===== config.mk =====
export PLATFORM = sky130hd
export DESIGN_NAME = oam_dma
export DESIGN_NICKNAME = d
export VERILOG_FILES = /design/src/rtl/oam_dma.sv
export SDC_FILE = /design/constraint.sdc
export NUM_CORES = 1
export LEC_CHECK = 0
export CORE_UTILIZATION = 43
export DETAILED_ROUTE_END_ITERATION = 6
export PLACE_DENSITY = 0.76
export SYNTH_ARGS = -nofsm -noshare
export SYNTH_HDL_FRONTEND = slang
export SYNTH_SLANG_ARGS = --single-unit

===== constraint.sdc =====
create_clock -name I_clock -period 1.8 [get_ports I_clock]
set_clock_uncertainty 0.2 [all_clocks]
set_input_delay 0.27 -clock I_clock [delete_from_list [all_inputs] [get_ports I_clock]]
set_output_delay 0.27 -clock I_clock [all_outputs]
set_load 0.005 [all_outputs]

===== src/rtl/oam_dma.sv =====
// rtl/oam_dma.sv - sprite DMA: halts the core and copies one 256-byte page to the OAM data port.
// All state and outputs advance only on I_tick; outputs are registered from the next state.
module oam_dma #(
  parameter logic [15:0] P_trigger_addr = 16'h4014,
  parameter logic [15:0] P_dest_addr    = 16'h2004,
  parameter int          P_count_bits   = 8
) (
  input  logic        I_clock,
  input  logic        I_reset,
  input  logic        I_tick,
  input  logic [15:0] I_cpu_addr,
  input  logic        I_cpu_wren,
  input  logic [7:0]  I_cpu_data,
  output logic        O_halt_req,
  input  logic        I_halt_ack,
  output logic        O_bus_own,
  output logic [15:0] O_dma_addr,
  output logic        O_dma_rdwr,
  output logic        O_dma_wren,
  output logic [7:0]  O_dma_data,
  input  logic [7:0]  I_dma_rd_data,
  output logic        O_busy
);

  typedef enum logic [2:0] {
    S_IDLE  = 3'd0,
    S_HALT  = 3'd1,
    S_DUMMY = 3'd2,
    S_ALIGN = 3'd3,
    S_READ  = 3'd4,
    S_WRITE = 3'd5
  } state_t;

  state_t                  state_q, state_d;
  logic                    parity_q, parity_d;
  logic [7:0]              page_q, page_d;
  logic [P_count_bits-1:0] idx_q, idx_d;
  logic                    halt_req_q, halt_req_d;
  logic                    bus_own_q, bus_own_d;
  logic [15:0]             addr_q, addr_d;
  logic                    rdwr_q, rdwr_d;
  logic                    wren_q, wren_d;
  logic [7:0]              data_q, data_d;
  logic                    busy_q, busy_d;
  logic [15:0]             rd_addr;

  always_comb begin
    state_d    = state_q;
    parity_d   = parity_q;
    page_d     = page_q;
    idx_d      = idx_q;
    halt_req_d = halt_req_q;
    bus_own_d  = bus_own_q;
    addr_d     = addr_q;
    rdwr_d     = rdwr_q;
    wren_d     = wren_q;
    data_d     = data_q;
    busy_d     = busy_q;
    rd_addr    = 16'h0000;
    if (I_tick) begin
      parity_d = ~parity_q;
      case (state_q)
        S_IDLE: begin
          if (I_cpu_wren && (I_cpu_addr == P_trigger_addr)) begin
            page_d  = I_cpu_data;
            idx_d   = '0;
            state_d = S_HALT;
          end
        end
        S_HALT:  if (I_halt_ack) state_d = S_DUMMY;
        // parity_q is the current cycle; a GET dummy means the next cycle is PUT, so burn one
        S_DUMMY: state_d = parity_q ? S_READ : S_ALIGN;
        S_ALIGN: state_d = S_READ;
        S_READ: begin
          data_d  = I_dma_rd_data;
          state_d = S_WRITE;
        end
        S_WRITE: begin
          idx_d   = idx_q + P_count_bits'(1);
          state_d = (&idx_q) ? S_IDLE : S_READ;
        end
        default: state_d = S_IDLE;
      endcase
      rd_addr                   = {page_d, 8'h00};
      rd_addr[P_count_bits-1:0] = idx_d;
      halt_req_d = (state_d != S_IDLE);
      busy_d     = (state_d != S_IDLE);
      bus_own_d  = (state_d == S_READ) || (state_d == S_WRITE);
      wren_d     = (state_d == S_WRITE);
      rdwr_d     = (state_d != S_WRITE);
      if (state_d == S_READ)  addr_d = rd_addr;
      if (state_d == S_WRITE) addr_d = P_dest_addr;
    end
  end

  always_ff @(posedge I_clock or negedge I_reset) begin
    if (!I_reset) begin
      state_q    <= S_IDLE;
      parity_q   <= 1'b0;
      page_q     <= 8'h00;
      idx_q      <= '0;
      halt_req_q <= 1'b0;
      bus_own_q  <= 1'b0;
      addr_q     <= 16'h0000;
      rdwr_q     <= 1'b0;
      wren_q     <= 1'b0;
      data_q     <= 8'h00;
      busy_q     <= 1'b0;
    end else begin
      state_q    <= state_d;
      parity_q   <= parity_d;
      page_q     <= page_d;
      idx_q      <= idx_d;
      halt_req_q <= halt_req_d;
      bus_own_q  <= bus_own_d;
      addr_q     <= addr_d;
      rdwr_q     <= rdwr_d;
      wren_q     <= wren_d;
      data_q     <= data_d;
      busy_q     <= busy_d;
    end
  end

  assign O_halt_req = halt_req_q;
  assign O_bus_own  = bus_own_q;
  assign O_dma_addr = addr_q;
  assign O_dma_rdwr = rdwr_q;
  assign O_dma_wren = wren_q;
  assign O_dma_data = data_q;
  assign O_busy     = busy_q;

endmodule


Word level (Yosys, flattened, before mapping)
Cells that the tools add are included.
{"block": "totals", "ff_bits": 48, "in_bits": 37, "output_inout_bits": 29, "elab_cells": 41}
{"block": "op_classes", "n_addsub": 1, "n_eq_ne": 9, "mux": 12, "bitwise": 1, "reduce_logical": 8}
{"op": "2-to-1 mux 16 bit", "n": 2}
{"op": "2-to-1 mux 8 bit", "n": 3}
{"op": "one-hot mux 3 bit (6 select lines)", "n": 1}
{"op": "equality test 16 x 15 -> 1 bit (second input constant)", "n": 1}
{"op": "one-hot mux 8 bit (2 select lines)", "n": 1}
{"op": "2-to-1 mux 3 bit", "n": 5}
{"op": "equality test 3 bit (second input constant)", "n": 4}
{"op": "adder 8 x 1 -> 8 bit (second input constant)", "n": 1}
{"op": "AND reduction 8 bit", "n": 1}
{"op": "equality test 3 x 2 -> 1 bit (second input constant)", "n": 2}
{"op": "AND reduction 2 bit", "n": 2}
{"op": "equality test 3 x 1 -> 1 bit (second input constant)", "n": 1}
{"op": "zero test 3 bit", "n": 1}
{"op": "!= test 3 bit (second input constant)", "n": 1}
{"op": "nonzero test 3 bit", "n": 1}
{"op": "nonzero test 2 bit", "n": 1}
{"op": "logical AND 1 bit", "n": 1}
{"op": "logical OR 1 bit", "n": 1}
{"op": "inverter 1 bit", "n": 1}

Depth between registers and ports, before layout
{"block": "logic_depth", "word_depth": 8, "ltp_mapped": 6, "mapped_depth_nobuf": 5}

Worst setup path before layout
No wires, ideal clock.
{"block": "synth_path", "path_type": "flip-flop to flip-flop", "from": "register state_q[0]", "to": "register page_q[0]", "setup_ps": 125, "arrival_time_ps": 1645, "t_required_ps": 1475, "setup_slack_ps": -169, "path_stages_with_launch": 5, "n_path_buf": 1, "synth_period_minus_slack_ps": 1969, "path_cell_list": "dfrtp_1 -> buf_6 -> or4_4 -> nor3_4 -> mux2_2"}
{"block": "synth_via", "elab_chain_len": 2}
{"item": "start, declared", "line_no": "34", "rtl": "state_t state_q, state_d;"}
{"item": "start signal, assigned", "line_no": "110", "rtl": "state_q <= state_d;"}
{"item": "zero test 3 bit", "line_no": "62", "rtl": "case (state_q)"}
{"item": "2-to-1 mux 8 bit", "line_no": "62"}
{"item": "end signal, assigned", "line_no": "112", "rtl": "page_q <= page_d;"}
{"item": "end, declared", "line_no": "36", "rtl": "logic [7:0] page_q, page_d;"}
Every way passes these cells.
A chain may end at the register's enable or synchronous reset.

Worst setup path in the final report
{"block": "layout_path", "from": "register state_q[1]", "to": "register page_q[1]"}
Same word-level chain as after synthesis.

==> out/metrics.yaml <==
status:
  status: "finished, violations left"
  violations: "setup timing"
floorplan:
  row_count: 26
  fp.dieW_um: 76.26
  coreArea_um2: 5205
  fp.dieArea_um2: 5815
  pin_count: 66
  start_util_pct: 45.55
  die_y_um: 76.26
pwr:
  power.share.sequential_pct: 26.7
  combPwrFrac_pct: 63.2
  switchingPower_w: 0.002555
  power.total_w: 0.006329
  pwr-share-clk_pct: 10.1
  p_int_w: 0.003774
  powerDensity_nw_per_um2: 1593
  ir_drop_mv: 0.9572
  swShare_pct: 40.36
  leakage_nw: 1.606
cts:
  insertion_delay_ns: 0.31
  htree_levels: 2
  cts_sinks: 48
  cts_tree: "done"
  cts.path.max_buffers: 2
  clk_pin_slew_worst_paths_ns: 0.09
  cts_buffers: 5
  root_buffer: "clkbuf_8"
synthesis:
  yosys-top-cells-count: "dfrtp_1 (48), mux2_2 (19), o2bb2ai_1 (14), o21ai_0 (11), o211ai_1 (10)"
  yosysMostFrequentCell: "dfrtp_1"
  async_flop_share_pct: 100.0
  synth.net_count: 244
  synth-seq-cells: 48
  syn_inst: 206
  synth.area.top_cells: "dfrtp_1 (51%), mux2_2 (9.0%), o2bb2ai_1 (5.2%), o211ai_1 (3.2%), o21ai_0 (2.3%)"
  synth_seq_area_share_pct: 50.66
  synth-edff-count: 0
  synth_top_cell_by_area: "dfrtp_1"
  yosysTopAreaCellShare_pct: 50.66
  synth.distinct_cells: 48
  netlist_area_um2: 2371
  syn_avg_cell_area_um2: 11.51
  synth_ff_type: "dfrtp_1"
  yosys_warnings: 0
grt:
  gr-total-overflow: 0
  antenna_found_initial: 0
  grt_pass1_wl_mm: 11.50
  grt_max_degree: 33
  grt_pass1_vias: 2330
  grt_usage_pct: 24.85
sta:
  hold_viol: 0
  setup_viol: 40
  fin_crit_ns: 1.946
  slew_violations: 0
  max_clock_freq_ghz: 0.5139
  rsz0062_at_grt: "true"
  fin_ws_ns: -0.1458
  period_share_pct: 108.1
  slew_headroom_pct: 68.61
  tightest_slew_ns: 0.4709
finish:
  post-route-util_pct: 76.32
  n_antenna_cell: 0
  nNetsFinal: 352
  area_growth_pct: 67.55
  fillCellCount: 333
  drive_above_1_share_pct: 35.67
detailed_routing:
  dr_total_vias: 2253
  firstDrtPassIters: 5
  routedWlPerCell_um: 19.49
  ant_nets: 0
  first_iter_violations: 219
  drc: 0
  wl_mm: 7.485
  viasPerCell: 5.867
critical_path:
  worstPathRequired_ns: 1.79
  path_max_fanout: 8
  path_class: "flip-flop to flip-flop"
  cp-end-kind: "flip-flop"
  r2r.worst_path.cells: 4
  start_kind: "flip-flop"
  cp.arrival_ns: 1.94
  rr_endpoint: "page_q[1]"
  r2r_slack_ns: -0.15
  r2r-start: "state_q[1]"
place:
  io_buffers: 65
  gp_congestion: 0.8572
  hpwl_mm: 4.192
  place_ws_ns: -0.6048
min_path:
  hold_class: "input pin to asynchronous set/reset pin"
job:
  maxCapViolCount: 0
==> area by class of cell <==
type                    count  area (um2)  share of cell area, %
repair buffers            115        1147                  28.88
clock buffers               5       68.82                  1.732
inverters                   4       15.01                 0.3780
clock inverters             2       12.51                 0.3150
well taps                  70       87.58                  2.205
flip-flops and latches     48        1201                  30.24
multi-input cells         140        1440                  36.25
==> state kept, by name, summed over array words and instances (netlist names) <==
name        flops
O_bus_own       1
O_dma_addr     16
O_dma_data      8
O_dma_rdwr      1
O_dma_wren      1
O_halt_req      1
idx_q           8
page_q          8
parity_q        1
state_q         3
==> per-stage QoR <==
| step | TNS [ns] | hold slack (ns) | instance area, um2 | instances |
|---|---|---|---|---|
| after CTS | -2.387 | 0.2613 | 3771 | 384 |
| after global routing | -6.816 | 0.2798 | 3973 | 384 |
| after global placement | -15.73 | 0.04866 | 3297 | 360 |
| final | -3.922 | 0.2492 | 3973 | 384 |
| after detailed placement | -18.00 | 0.05421 | 3297 | 360 |
| after floorplan | -2.283 | -0.2256 | 2374 | 206 |
==> layer usage <==
metal  track usage [%]  routed length, um  vias up
li1                  -                  -     1012
met1             32.11               3195     1134
met2             41.80               3762       99
met3             5.988                453        8
met4             6.346                 74        0
met5                 0                  0        -
==> worst max-delay path, cell delays in order, from the launching register on <==
cell     delay [ns]
dfrtp_1        0.42
or4_4          0.55
nor3_4         0.17
buf_12         0.17
mux2_4         0.31
==> cells by family after synthesis <==
| family | count (synthesis) | share of synthesized area (%) |
|---|---|---|
| AOI/OAI and AO/OA | 66 | 21.06 |
| DFF | 48 | 50.66 |
| xor gates and xnor gates | 3 | 1.108 |
| adders and majority gates | 1 | 0.5276 |
| and+or+nand+nor | 51 | 13.51 |
| muxes | 19 | 9.024 |
| buffers and inverters | 18 | 4.116 |
==> layout by cell type (no fill, tap or decap), types with 3 or more instances in the layout <==
| master | count |
|---|---|
| a21oi_1 | 7 |
| nand3b_1 | 3 |
| buf_4 | 28 |
| nor4_4 | 3 |
| mux2_2 | 3 |
| o2bb2ai_2 | 6 |
| o2bb2ai_1 | 3 |
| o22a_1 | 3 |
| nand2_1 | 7 |
| nand3_1 | 4 |
| inv_1 | 4 |
| o21ai_1 | 8 |
| dlygate4sd2_1 | 9 |
| o221ai_2 | 3 |
| buf_12 | 4 |
| dfrtp_1 | 48 |
| nor2_1 | 7 |
| o21ai_0 | 3 |
| o211ai_1 | 10 |
| buf_6 | 14 |
| nor4_1 | 3 |
| o2bb2ai_4 | 5 |
| nor3_1 | 3 |
| clkdlybuf4s50_1 | 55 |
| clkbuf_8 | 5 |
| mux2_4 | 16 |
==> worst max path at each step <==
stage,slack (ns),start,depth (start not counted),end
2_1_floorplan,-0.17,state_q[0],4,page_q[0]
3_3_place_gp,-0.53,I_cpu_addr[5],8,O_dma_addr[11]
3_5_place_dp,-0.60,I_cpu_addr[1],7,O_dma_addr[11]
4_1_cts,-0.14,state_q[2],5,page_q[1]
5_1_grt,-0.24,state_q[1],7,O_dma_addr[3]
6_report,-0.15,state_q[1],4,page_q[1]
==> repair_timing <==
action,in CTS,in global routing
pin swaps,13,18
cloned,3,0
hold buffers,1,0
hold endpoints to repair,19,0
gates resized for setup,65,34
setup endpoints to repair,38,44
buffers inserted,13,1
==> power groups by stage <==
stage | clock network [W] | logic [W] | registers [W]
finish | 0.000640 | 0.00400 | 0.00169
global route | 0.000682 | 0.00424 | 0.00173
CTS | 0.000628 | 0.00360 | 0.00165
detailed placement | 0 | 0.00278 | 0.00166
global placement | 0 | 0.00273 | 0.00165
floorplan | 0 | 0.00147 | 0.00167
Note: power is estimated with default switching activity, not from simulation.
